**config.mk**
```make
export PLATFORM = sky130hd
export DESIGN_NAME = mem_bus_arbiter
export DESIGN_NICKNAME = d
export VERILOG_FILES = /design/src/rtl/mem_bus_arbiter.sv
export SDC_FILE = /design/constraint.sdc
export NUM_CORES = 1
export LEC_CHECK = 0
export ABC_AREA = 1
export BUFFER_PORTS_ARGS = -buffer_cell sky130_fd_sc_hd__buf_2
export CORE_AREA = 2 2 213 215
export DETAILED_ROUTE_END_ITERATION = 8
export DIE_AREA = 0 0 215 217
export SYNTH_ARGS = -nofsm -noshare
export SYNTH_HDL_FRONTEND = slang
export SYNTH_SLANG_ARGS = --single-unit
```
**constraint.sdc**
```tcl
create_clock -name clk -period 7.2 [get_ports clk]
set_input_delay 0.36 -clock clk [delete_from_list [all_inputs] [get_ports clk]]
set_output_delay 0.36 -clock clk [all_outputs]
set_load 0.005 [all_outputs]
```
**src/rtl/mem_bus_arbiter.sv**
```systemverilog
`default_nettype none
// ============================================================================
// Module   : mem_bus_arbiter
// Brief    : Shares one single-beat memory port between fetch (I) and data (D).
// Revision : 1.0 - initial release
// ============================================================================
module mem_bus_arbiter #(
    parameter int STARVE_LIMIT = 4
) (
    input  logic        clk,
    input  logic        rst,
    input  logic        ireq_valid_i,
    input  logic [63:0] ireq_addr_i,
    output logic        iresp_data_ok_o,
    output logic [63:0] iresp_data_o,
    input  logic        dreq_valid_i,
    input  logic [63:0] dreq_addr_i,
    input  logic [2:0]  dreq_size_i,
    input  logic [7:0]  dreq_strobe_i,
    input  logic [63:0] dreq_data_i,
    output logic        dresp_data_ok_o,
    output logic [63:0] dresp_data_o,
    output logic        oreq_valid_o,
    output logic        oreq_is_write_o,
    output logic [63:0] oreq_addr_o,
    output logic [2:0]  oreq_size_o,
    output logic [7:0]  oreq_strobe_o,
    output logic [63:0] oreq_data_o,
    input  logic        oresp_ready_i,
    input  logic        oresp_last_i,
    input  logic [63:0] oresp_data_i
);

    localparam int                 c_CNT_W      = (STARVE_LIMIT < 1) ? 1 : $clog2(STARVE_LIMIT + 1);
    localparam logic [c_CNT_W-1:0] c_STARVE_MAX = c_CNT_W'(STARVE_LIMIT);

    localparam logic [1:0] c_IDLE   = 2'd0;
    localparam logic [1:0] c_BUSY_I = 2'd1;
    localparam logic [1:0] c_BUSY_D = 2'd2;
    localparam logic [1:0] c_RESP   = 2'd3;

    logic [1:0]         state_q, state_d;
    logic [c_CNT_W-1:0] starve_q, starve_d;
    logic               oreq_valid_q, oreq_is_write_q;
    logic [63:0]        oreq_addr_q, oreq_data_q;
    logic [2:0]         oreq_size_q;
    logic [7:0]         oreq_strobe_q;
    logic               iresp_ok_q, dresp_ok_q;
    logic [63:0]        iresp_data_q, dresp_data_q;

    logic w_idle, w_grant_d, w_grant_i, w_done;

    // D normally wins a tie; I wins once D has taken STARVE_LIMIT grants in a row over it.
    assign w_idle    = (state_q == c_IDLE);
    assign w_grant_d = w_idle && dreq_valid_i && !(ireq_valid_i && (starve_q == c_STARVE_MAX));
    assign w_grant_i = w_idle && ireq_valid_i && !w_grant_d;
    assign w_done    = ((state_q == c_BUSY_I) || (state_q == c_BUSY_D)) && oresp_ready_i && oresp_last_i;

    always_comb begin
        state_d = state_q;
        case (state_q)
            c_IDLE: begin
                if (w_grant_d) begin
                    state_d = c_BUSY_D;
                end else if (w_grant_i) begin
                    state_d = c_BUSY_I;
                end
            end
            c_BUSY_I, c_BUSY_D: begin
                if (w_done) begin
                    state_d = c_RESP;
                end
            end
            default: state_d = c_IDLE;
        endcase
    end

    always_comb begin
        starve_d = starve_q;
        if (w_grant_i) begin
            starve_d = '0;
        end else if (w_grant_d) begin
            if (!ireq_valid_i) begin
                starve_d = '0;
            end else if (starve_q != c_STARVE_MAX) begin
                starve_d = starve_q + c_CNT_W'(1);
            end
        end
    end

    always_ff @(posedge clk or posedge rst) begin
        if (rst) begin
            state_q         <= c_IDLE;
            starve_q        <= '0;
            oreq_valid_q    <= 1'b0;
            oreq_is_write_q <= 1'b0;
            oreq_addr_q     <= '0;
            oreq_size_q     <= '0;
            oreq_strobe_q   <= '0;
            oreq_data_q     <= '0;
            iresp_ok_q      <= 1'b0;
            dresp_ok_q      <= 1'b0;
            iresp_data_q    <= '0;
            dresp_data_q    <= '0;
        end else begin
            state_q  <= state_d;
            starve_q <= starve_d;
            if (w_grant_d) begin
                oreq_valid_q    <= 1'b1;
                oreq_is_write_q <= |dreq_strobe_i;
                oreq_addr_q     <= dreq_addr_i;
                oreq_size_q     <= dreq_size_i;
                oreq_strobe_q   <= dreq_strobe_i;
                oreq_data_q     <= dreq_data_i;
            end else if (w_grant_i) begin
                oreq_valid_q    <= 1'b1;
                oreq_is_write_q <= 1'b0;
                oreq_addr_q     <= ireq_addr_i;
                oreq_size_q     <= 3'd2;
                oreq_strobe_q   <= 8'd0;
                oreq_data_q     <= 64'd0;
            end
            if (w_done) begin
                oreq_valid_q <= 1'b0;
                if (state_q == c_BUSY_D) begin
                    dresp_data_q <= oresp_data_i;
                    dresp_ok_q   <= 1'b1;
                end else begin
                    iresp_data_q <= oresp_data_i;
                    iresp_ok_q   <= 1'b1;
                end
            end
            if (state_q == c_RESP) begin
                iresp_ok_q <= 1'b0;
                dresp_ok_q <= 1'b0;
            end
        end
    end

    assign oreq_valid_o    = oreq_valid_q;
    assign oreq_is_write_o = oreq_is_write_q;
    assign oreq_addr_o     = oreq_addr_q;
    assign oreq_size_o     = oreq_size_q;
    assign oreq_strobe_o   = oreq_strobe_q;
    assign oreq_data_o     = oreq_data_q;
    assign iresp_data_ok_o = iresp_ok_q;
    assign iresp_data_o    = iresp_data_q;
    assign dresp_data_ok_o = dresp_ok_q;
    assign dresp_data_o    = dresp_data_q;

endmodule
`default_nettype wire
```
# --- After elaboration in Yosys (flattened, before gate mapping) ---
# Index checks and enable logic that the tools add are counted.
classes:
  bitwise: 1
  n_eq_ne: 9
  reduce_logical: 23
  addsub: 1
  n_mux: 27
op_table:
  columns: ["op", "count"]
  rows:
  - ["64-bit 2-to-1 mux", 4]
  - ["3-bit 2-to-1 mux", 6]
  - ["8-bit 2-to-1 mux", 2]
  - ["2-bit AND reduction", 6]
  - ["1-bit 2-to-1 mux", 11]
  - ["8-bit OR reduction", 1]
  - ["1-bit logical AND", 7]
  - ["2-bit 2-to-1 mux", 3]
  - ["3-bit by 1-bit != test with 1-bit output (second input constant)", 2]
  - ["2-bit nonzero test", 3]
  - ["2-bit == test (second input constant)", 2]
  - ["2-bit case mux with 2 select lines", 1]
  - ["3-bit by 1-bit adder with 3-bit output (second input constant)", 1]
  - ["3-bit == test (second input constant)", 1]
  - ["3-bit != test (second input constant)", 1]
  - ["3-bit nonzero test", 1]
  - ["2-bit by 1-bit == test with 1-bit output (second input constant)", 1]
  - ["1-bit zero test", 2]
  - ["2-bit zero test", 1]
  - ["2-bit by 1-bit != test with 1-bit output (second input constant)", 1]
  - ["2-bit != test (second input constant)", 1]
  - ["2-bit OR reduction", 1]
  - ["1-bit logical OR", 1]
  - ["1-bit NOT", 1]
word_totals:
  inputBits: 273
  ff_bits: 276
  output_inout_bits: 271
  wordCells: 73

# --- Logic depth before layout (Yosys ltp) ---
depth:
  word_depth: 9
  depth_mapped: 11
  mapped_depth_nobuf: 9

# --- Worst setup path before layout ---
# Ideal clock, no wire load.
synth_timing:
  path_type: "reg2reg"
  start: "register state_q[1]"
  end: "register iresp_data_q[0] (netlist: iresp_data_o[0])"
  arrival_time_ns: 1.469
  setup_ns: 0.121
  t_required_ns: 7.079
  period_less_slack_ns: 1.590
  slack_ns: 5.610
  stages_incl_launch_ff: 9
  n_path_buf: 2
  cell_sequence: "dfrtp_1 -> inv_1 -> ha_1 -> nand3_1 -> or2_1 -> buf_4 -> buf_2 -> nand2_1 -> o21ai_1"
synth_between:
  elab_chain_cells: 5
  elab_cells_between_ends: 7
  cone_classes: "eq/ne: 2; bitwise: 1; reduce/logical: 4"
synth_lines:
  columns: ["item", "line_no", "rtl"]
  rows:
  - ["start, declared", "42", "logic [1:0] state_q, state_d;"]
  - ["start signal, assigned", "93", "state_q <= c_IDLE;"]
  - ["start signal, assigned", "106", "state_q <= state_d;"]
  - ["2-bit by 1-bit == test with 1-bit output / 2-bit == test (equally long branches)", "57, 125", null]
  - ["1-bit logical OR", "57", "assign w_done = ((state_q == c_BUSY_I) || (state_q == c_BUSY_D)) && oresp_ready_i && oresp_last_i;"]
  - ["1-bit logical AND (2 in a row)", "57", null]
  - ["2-bit AND reduction (no line) (*)", null, null]
  - ["end signal, assigned", "129", "iresp_data_q <= oresp_data_i;"]
  - ["end, declared", "49", "logic [63:0] iresp_data_q, dresp_data_q;"]
# Mark *: on every way between the ends. The rest lies on a longest branch, timed or not.
# A chain may end at the register's enable or synchronous reset.

# --- Worst setup path after layout ---
layout_timing:
  start: "register state_q[1]"
  end: "register iresp_data_q[22] (netlist: iresp_data_o[22])"
# The elaborated chain is that of the path after synthesis.

==> flow_summary.toml <==
[yosys]
synth-edff-count = 0
avgSynthCellArea_sq_um = 9.15
synthesis.area_sq_um = 11100
synth-seq-cells = 276
seq_area_frac_synth = 0.623
yosys_warnings = 0
synthCells = 1212
ys_async_sr_fraction = 1.00
synth.most_common_cell = "nand2_1"
synthFlopType = "dfrtp_1"
syn_nets = 1490
synth_top_area_cell = "dfrtp_1"
synth_top_area_share = 0.623
synth_common_cells = "nand2_1 (414), dfrtp_1 (276), inv_1 (82)"
yosysUniqueCellTypes = 25
synthTopCellsByArea = "dfrtp_1 (62%), nand2_1 (14%), a31oi_1 (3.6%), o21ai_0 (3.5%), nand3_1 (3.1%)"

[floorplanning]
dieWidth_um = 215
die-area_sq_um = 46700
start_util = 0.248
core_sq_um = 44700
fp.dieH_um = 217
rows = 78
ioPinCount = 544

[timing]
worst_pin_slew_ns = 1.06
relSlewSlack = 0.294
fin_skew_ns = 0.00560
fmax_ghz = 0.385
rsz0062_at_grt = "no"
final.min_clock_period_ns = 2.60
slew_violations = 0
whs_ns = -0.00288
finalSetupViolCount = 0
hold_violations = 1
post-route-period-util = 0.361
finalSetupTns_ns = 0

[placed_design]
numPortBuffers = 543
hpwl_um = 24800
placed_area_sq_um = 14200
dp_cells = 2286
gp_congestion = 0.925

[clock_network]
numCtsBuffers = 31
cts_root_buf = "clkbuf_16"
clock_sinks = 276
cts_buffer_depth = 3
clk_pin_slew_ns = 0.06
cts_resized = 0
holdBufCountCts = 67
htreeDepth = 1
clock_latency_ns = 0.56
cts_setup_buffers = 0
cts_tree = "yes"

[final_layout]
finalNonFillerCells = 2410
fin_nets = 2064
area_growth_pct = 43.4
final_area_sq_um = 15900
drive_gt1_frac = 0.339

[pwr]
p_per_area_nw_per_um2 = 422
p_int_w = 0.00428
leakage_nw = 8.69
net-switching-power_w = 0.00244
pwr-share-seq = 0.406
peakVddDrop_uv = 246
clockPowerShare = 0.236
swShare = 0.363
comb_power_share = 0.358
total_power_w = 0.00672

[critical_path]
r2r_cells = 7
max_stage_delay_ns = 0.72
cp.arrival_ns = 3.08
crit_buf_inv = 2
critPathTopFamily = "buffers and inverters"
path_max_fanout = 79
reg2reg_from = "state_q[1]"
worstSetupStartpointType = "flop"
r2r-end = "iresp_data_o[22]"
worstPathRequired_ns = 7.68
r2r_setup_slack_ns = 4.60
end_kind = "flop"
path_class = "flop to flop"
critPathSlowestCell = "buf_4"
path_cells = "inv_1, ha_2, nand3_1, or2_4, buf_4, nand2_1, o21ai_1"

[drt]
viasPerCell = 4.39
initialDrtViolationCount = 760
wl_um = 36000
drc = 0
vias = 10600
drtAntennaViolNets = 0
drt_first_pass_iters = 5
wl_per_cell_um = 14.9

[job]
maxCapViolations = 0

[grt]
met3_usage = 0.0341
met2_usage = 0.238
grt_use_total = 0.148
grt-ovfl-total = 0
grt_pass1_wl_um = 56000
grt_max_degree = 168
grt_pass1_vias = 10300
use_met1 = 0.190
antenna_found_initial = 3
top_usage_layer = "met2"

[worst_hold_path]
holdCritPathClass = "primary input to async pin"

[run_status]
outcome = "finished with violations"
violations = "negative hold slack"
==> registers in the layout, summed over array words and instances, names as in the netlist <==
name / count
dresp_data_o: 64
iresp_data_o: 64
oreq_addr_o: 64
oreq_data_o: 64
oreq_strobe_o: 8
oreq_size_o: 3
starve_q: 3
state_q: 2
dresp_data_ok_o: 1
iresp_data_ok_o: 1
oreq_is_write_o: 1
oreq_valid_o: 1
==> power groups by stage <==
stage | registers (W) | clock network, W | logic (W)
final | 0.00273 | 0.00159 | 0.00240
after global placement | 0.00271 | 0 | 0.00235
after CTS | 0.00273 | 0.00164 | 0.00243
after floorplan | 0.00277 | 0 | 0.00120
after global routing | 0.00282 | 0.00172 | 0.00271
after detailed placement | 0.00273 | 0 | 0.00240
==> layout by cell type, fill, tap and decap left out <==
cell,n
buf_2,543
nand2_1,413
dfrtp_1,276
inv_1,81
o21ai_0,78
nand3_1,68
dlygate4sd3_1,67
nor2_1,65
o21ai_1,64
a31oi_1,64
clkbuf_16,31
buf_4,10
clkinvlp_4,6
clkbuf_1,6
clkinv_2,5
ha_1,4
clkbuf_8,4
inv_2,3
nand4_1,3
bufinv_16,3
a21oi_1,2
nand2_2,2
inv_6,2
diode_2,1
or2_4,1
nand3_2,1
nand2_4,1
nor3b_1,1
o22ai_1,1
o21a_1,1
xnor2_1,1
ha_2,1
buf_12,1
==> stage by stage <==
stage	util	setup slack (ns)
2_1_floorplan	-	3.19
3_3_place_gp	0.318	4.47
3_5_place_dp	0.318	4.41
4_1_cts	0.356	4.52
5_1_grt	0.356	4.35
6_report	0.356	4.60
==> worst max-delay path by stage <==
| stage | slack, ns | startpoint | cells after the start | endpoint |
|---|---|---|---|---|
| 3_3_place_gp | 4.47 | ireq_valid_i | 6 | oreq_addr_o[51] |
| 2_1_floorplan | 3.19 | rst | 1 | dresp_data_o[0] |
| 4_1_cts | 4.52 | state_q[1] | 7 | iresp_data_o[22] |
| 5_1_grt | 4.35 | state_q[0] | 7 | iresp_data_o[22] |
| 3_5_place_dp | 4.41 | ireq_valid_i | 6 | oreq_addr_o[26] |
| 6_report | 4.60 | state_q[1] | 7 | iresp_data_o[22] |
==> metal layers <==
layer / wire [um] / vias to the layer above / share of wire
met3: 2840 / 91 / 0.079
met1: 15100 / 4976 / 0.42
li1: - / 5032 / -
met2: 16500 / 479 / 0.46
met4: 1550 / 4 / 0.043
met5: 23 / - / 0.00064
==> cell families after synthesis <==
kind of cell	synth area share
flops	0.623
compound gates	0.102
xor+xnor	0.000790
fa+ha+maj	0.00564
simple gates	0.198
buf+inv	0.0699
==> area by class of cell <==
type	instances	area, sq um
timing repair buffer	621	3480
clock inverter	15	170
antenna	1	2.50
multi-input combinational	771	3410
tap	600	751
clock buffer	41	853
sequential	276	6910
fill	4642	28800
inverter	85	323
No activity file was read; power rests on OpenSTA's default activity.
